==> src/rtl/unload_pkg.sv <==
// Purpose: shared types and widths for the result unloader.
// Latency: n/a (declarations only).
// Backpressure: n/a.
package unload_pkg;

  localparam int ADDR_W = 12;
  localparam int WORD_W = 12;
  localparam int BYTE_W = 8;

  // Upper nibble of the high byte; a 12-bit word only fills 4 bits of it.
  localparam logic [3:0] HI_PAD = 4'b0;

  typedef enum logic [2:0] {
    IDLE,
    RD_WAIT,
    RD_CAP,
    SEND_HI,
    SEND_LO,
    DONE
  } state_t;

endpackage

==> src/rtl/result_unloader.sv <==
// Purpose: stream a MAT_DIM x MAT_DIM matrix from data memory to the UART as hi/lo byte pairs.
// Latency: first tx_valid two edges after start; 4 cycles per word with tx_ready held high.
// Backpressure: tx_valid/tx_data hold until tx_ready; the memory walk stalls with the byte stream.
module result_unloader
  import unload_pkg::*;
#(
  parameter int BASE_ADDR  = 4,
  parameter int ROW_STRIDE = 64,
  parameter int MAT_DIM    = 4
) (
  input  logic              clk,
  input  logic              rst_n,
  input  logic              start,
  output logic [ADDR_W-1:0] mem_addr,
  output logic              mem_rd_en,
  input  logic [WORD_W-1:0] mem_data,
  output logic [BYTE_W-1:0] tx_data,
  output logic              tx_valid,
  input  logic              tx_ready,
  output logic              busy,
  output logic              done
);

  localparam logic [ADDR_W-1:0] BASE   = ADDR_W'(BASE_ADDR);
  localparam logic [ADDR_W-1:0] STRIDE = ADDR_W'(ROW_STRIDE);
  localparam logic [6:0]        LAST   = 7'(MAT_DIM - 1);

  state_t              state;
  state_t              state_nxt;
  logic [6:0]          row;
  logic [6:0]          col;
  logic [ADDR_W-1:0]   row_base;
  logic [BYTE_W-1:0]   word_lo;
  logic                hs;
  logic                last_elem;

  assign hs        = tx_valid && tx_ready;
  assign last_elem = (row == LAST) && (col == LAST);

  // State register.
  always_ff @(posedge clk) begin
    if (!rst_n) state <= IDLE;
    else        state <= state_nxt;
  end

  // Next-state decode: the send states advance only on a byte handshake.
  always_comb begin
    state_nxt = state;
    case (state)
      IDLE:    if (start) state_nxt = RD_WAIT;
      RD_WAIT: state_nxt = RD_CAP;
      RD_CAP:  state_nxt = SEND_HI;
      SEND_HI: if (hs) state_nxt = SEND_LO;
      SEND_LO: if (hs) state_nxt = last_elem ? DONE : RD_WAIT;
      DONE:    state_nxt = IDLE;
      default: state_nxt = IDLE;
    endcase
  end

  // Datapath: address walk (row base + column, no multiplier), byte staging, status flags.
  always_ff @(posedge clk) begin
    if (!rst_n) begin
      mem_addr  <= BASE;
      row_base  <= BASE;
      row       <= '0;
      col       <= '0;
      mem_rd_en <= 1'b0;
      word_lo   <= '0;
      tx_data   <= '0;
      tx_valid  <= 1'b0;
      busy      <= 1'b0;
      done      <= 1'b0;
    end else begin
      done <= 1'b0;
      case (state)
        IDLE: begin
          if (start) begin
            mem_addr  <= BASE;
            row_base  <= BASE;
            row       <= '0;
            col       <= '0;
            busy      <= 1'b1;
            mem_rd_en <= 1'b1;
          end
        end
        RD_CAP: begin
          word_lo  <= mem_data[7:0];
          tx_data  <= {HI_PAD, mem_data[11:8]};
          tx_valid <= 1'b1;
        end
        SEND_HI: begin
          if (hs) tx_data <= word_lo;
        end
        SEND_LO: begin
          if (hs) begin
            tx_valid <= 1'b0;
            if (last_elem) begin
              mem_rd_en <= 1'b0;
              done      <= 1'b1;
            end else if (col == LAST) begin
              col      <= '0;
              row      <= row + 7'd1;
              row_base <= row_base + STRIDE;
              mem_addr <= row_base + STRIDE;
            end else begin
              col      <= col + 7'd1;
              mem_addr <= mem_addr + 12'd1;
            end
          end
        end
        DONE: begin
          busy <= 1'b0;
        end
        default: ;
      endcase
    end
  end

endmodule
==> config.mk <==
export PLATFORM = sky130hd
export DESIGN_NAME = result_unloader
export DESIGN_NICKNAME = d
export VERILOG_FILES = /design/src/rtl/unload_pkg.sv /design/src/rtl/result_unloader.sv
export SDC_FILE = /design/constraint.sdc
export NUM_CORES = 1
export LEC_CHECK = 0
export ABC_AREA = 1
export CAP_MARGIN = 20
export CORE_MARGIN = 5
export CORE_UTILIZATION = 55
export DETAILED_ROUTE_END_ITERATION = 8
export PLACE_DENSITY = 0.77
export SETUP_SLACK_MARGIN = 0.3
export SYNTH_ARGS = -nofsm -noshare
export SYNTH_HDL_FRONTEND = slang
export SYNTH_SLANG_ARGS = --single-unit
==> constraint.sdc <==
create_clock -name clk -period 3.4 [get_ports clk]
set_clock_uncertainty 0.2 [all_clocks]
set_input_delay 0.34 -clock clk [delete_from_list [all_inputs] [get_ports clk]]
set_output_delay 0.34 -clock clk [all_outputs]
set_load 0.05 [all_outputs]
==> summary.md <==
| Metric | Value |
|---|---|
| Final ANT Viol Nets | `0` |
| Total GRT Usage | `roughly a fifth` |
| Number of port buffers | `39` |
| Library cells used by synthesis | `33` |
| Total Die Area | `between 0.006 and 0.007 mm2` |
| RR Startpoint | `col[0]` |
| Startpoint Class | `flip-flop` |
| IO Pins | `40` |
| Placement Cell Area | `0.00317 mm2` |
| Post-synthesis sequential area ratio | `40.5%` |
| Sw Pwr | `0.464 mW` |
| Worst-path maximum fanout | `17` |
| Fin. Hold Viols | `0` |
| Final instance count without filler cells | `504` |
| Placer Congestion | `0.825` |
| Max-Cap Viols | `0` |
| Final instance area | `0.00326 mm2` |
| Avg Synthesized Cell Area | `6.86 um2` |
| Yosys warnings | `0` |
| Final core utilization | `67.7%` |
| Inst Count DP | `just under 500` |
| Initial Util | `57.4%` |
| Synth Cell Area | `0.00277 mm2` |
| Internal | `0.948 mW` |
| Via density | `5.16` |
| Antenna violations before repair | `0` |
| Clock Pin Slew Worst Setup and Hold Paths | `about 110 ps` |
| Max Fclk | `431 MHz` |
| Peak supply drop | `0.283 mV` |
| Clock power frac | `25.9%` |
| Final wirelength | `6260 um` |
| Synth Net Count | `423` |
| Core area | `0.00482 mm2` |
| DRC viols | `0` |
| Post-synthesis instance total | `403` |
| Final Setup Violations | `0` |
| Async SR Flop Fraction | `0%` |
| Area growth from synthesis to layout | `17.9%` |
| Setup Fix Bufs, Post-CTS | `0` |
| Fin. max-slew vios | `0` |
| WS Path Type | `reg2reg` |
| CTS H-tree lvls | `2` |
| Area leader, netlist | `dfxtp_1` |
| Hold wc startpoint | `word_lo[3]` |
| Worst endpoint required time | `roughly 3400 ps` |
| Tmin final | `2320 ps` |
| Largest cells by area after synthesis | `dfxtp_1, nand2_1, a21oi_1` |
| Vias in the first global route | `~2,500` |
| Post-synth EDFFs | `0` |
| Initial DRC Count | `170` |
| CP arrival | `approximately 2400 ps` |
| Die X-Extent | `slightly above 80 um` |
| Fillers | `459` |
| DRT Pass-1 Iters | `4` |
| Yosys top cell area share | `40.5%` |
| CP Capture Type | `flip-flop` |
| Pwr per Cell Area | `433 mW/mm2` |
| Bufs on Longest Clock Path | `2` |
| Total grt overflow | `0` |
| Status | `complete, no violations` |
| Layout cell share with drive strength beyond 1 | `6.86%` |
| Hold crit path type | `reg2reg` |
| Slew HR | `a little over a third` |
| FF+latch count, synth | `56` |
| Worst setup startpoint | `col[0]` |
| Drt wl/cell | `12.4 um` |
| Comb power frac | `between 20 and 25%` |
| Resize count post-CTS | `0` |
| Sw frac | `around 33%` |
| Worst skew pair latency | `a little over 300 ps` |
| Prevailing post-synth register cell | `dfxtp_1` |
| Post-route clock period utilization | `68.2%` |
| Leakage | `1.22 nW` |
| Overall die height | `80.9 um` |
| Worst-Margin Slew | `976 ps` |
| # rows | `25` |
| Top-count cell post-synth | `nand2_1` |
| Post-CTS Hold Fix Bufs | `0` |
| Reg power frac | `51.9%` |
| # diodes | `0` |
| First-pass GRT wire length | `11,100 um` |
| CTS tree | `done` |
| Largest net degree at the start of global routing | `32` |
| Fin nets | `456` |
| Via count | `2,601` |
| CTS root buf | `clkbuf_8` |
| Setup_tns | `0 ps` |
| Commonest cells post-synth | `nand2_1, dfxtp_1, nor2_1, a21oi_1, inv_1` |
| Num CTS Buffers | `5` |
| DP Wirelength | `4580 um` |
| Sink Count | `56` |
| RSZ-0062 raised after global routing | `no` |
==> logic make-up after synthesis <==
| logic type | Yosys count | share of synthesized area (%) |
|---|---|---|
| and+or+nand+nor | 200 | 32.3 |
| adders and majority gates | 4 | 1.81 |
| buffers and inverters | 53 | 8.14 |
| DFF | 56 | 40.5 |
| AOI/OAI and AO/OA | 85 | 15.6 |
| xor gates and xnor gates | 5 | 1.58 |
==> layer usage <==
metal	share of wire [%]	GRT usage (%)	vias up
li1	-	-	1371
met1	48	26.6	1171
met2	48	36.2	51
met3	3.1	3.22	8
met4	1.6	7.43	0
met5	0	0	-
==> state kept, by name, indices dropped and copies added, names as in the netlist <==
register and cells:
tx_valid 1, state 3, col 7, word_lo 8
row 7, busy 1, mem_addr 12, row_base 7
done 1, tx_data 8, mem_rd_en 1
==> cell type report <==
| class | count | area [um2] | share of cell area, % |
|---|---|---|---|
| Inverter | 39 | 149 | 4.57 |
| Timing Repair Buffer | 40 | 398 | 12.2 |
| Clock buffer | 5 | 68.8 | 2.11 |
| Sequential cell | 56 | 1120 | 34.4 |
| Tap cell | 67 | 83.8 | 2.57 |
| Multi-Input combinational cell | 294 | 1420 | 43.5 |
| Clock inverter | 3 | 21.3 | 0.652 |
==> stage by stage <==
stage | power [mW] | worst slack [ps] | hold WS (ps)
after floorplan | 0.980 | 1390 | 215
after global routing | 1.49 | 791 | 277
final | 1.41 | 1080 | 261
after CTS | 1.42 | 1090 | 261
after global placement | 1.05 | 1210 | 237
after detailed placement | 1.06 | 1120 | 245
==> path summary, 6_finish.rpt <==
| kind | cells after the start | slack, ps | endpoint |
|---|---|---|---|
| setup / recovery | 11 | 1080 | col[3] |
| hold / removal | 2 | 260 | word_lo[3] |
| setup reg to reg | 11 | 1080 | col[3] |
| hold reg to reg | 2 | 260 | word_lo[3] |
==> worst max-delay path, stage by stage, from the launching register on <==
cell	delay, ps
dfxtp_1	380
ha_1	200
inv_1	60
nor2_1	100
nand3_2	270
nor2_4	210
nand2_2	100
nand3_2	260
nand2_1	160
inv_1	130
nand2_1	60
a21oi_1	110
==> cells in the final DEF (no fill, tap or decap), types with 2 or more instances in the layout <==
master,instances
a21oi_1,52
clkbuf_8,5
clkdlybuf4s50_1,39
dfxtp_1,56
ha_1,4
inv_1,32
inv_2,6
nand2_1,90
nand2_2,3
nand2_4,3
nand3_1,27
nand3_2,2
nand3b_1,2
nand4_1,3
nor2_1,56
nor2_2,2
nor2_4,2
nor3_1,4
o21ai_0,29
or2_0,3
xnor2_1,2
xor2_1,3
==> power by group through the flow <==
stage / Clock, mW / Sequential, mW / Combinational (mW)
2_1_floorplan: 0 / 0.794 / 0.186
3_3_place_gp: 0 / 0.745 / 0.310
3_5_place_dp: 0 / 0.747 / 0.315
4_1_cts: 0.373 / 0.732 / 0.316
5_1_grt: 0.401 / 0.739 / 0.348
6_report: 0.365 / 0.733 / 0.314
Power figures use the tool's default switching activity.
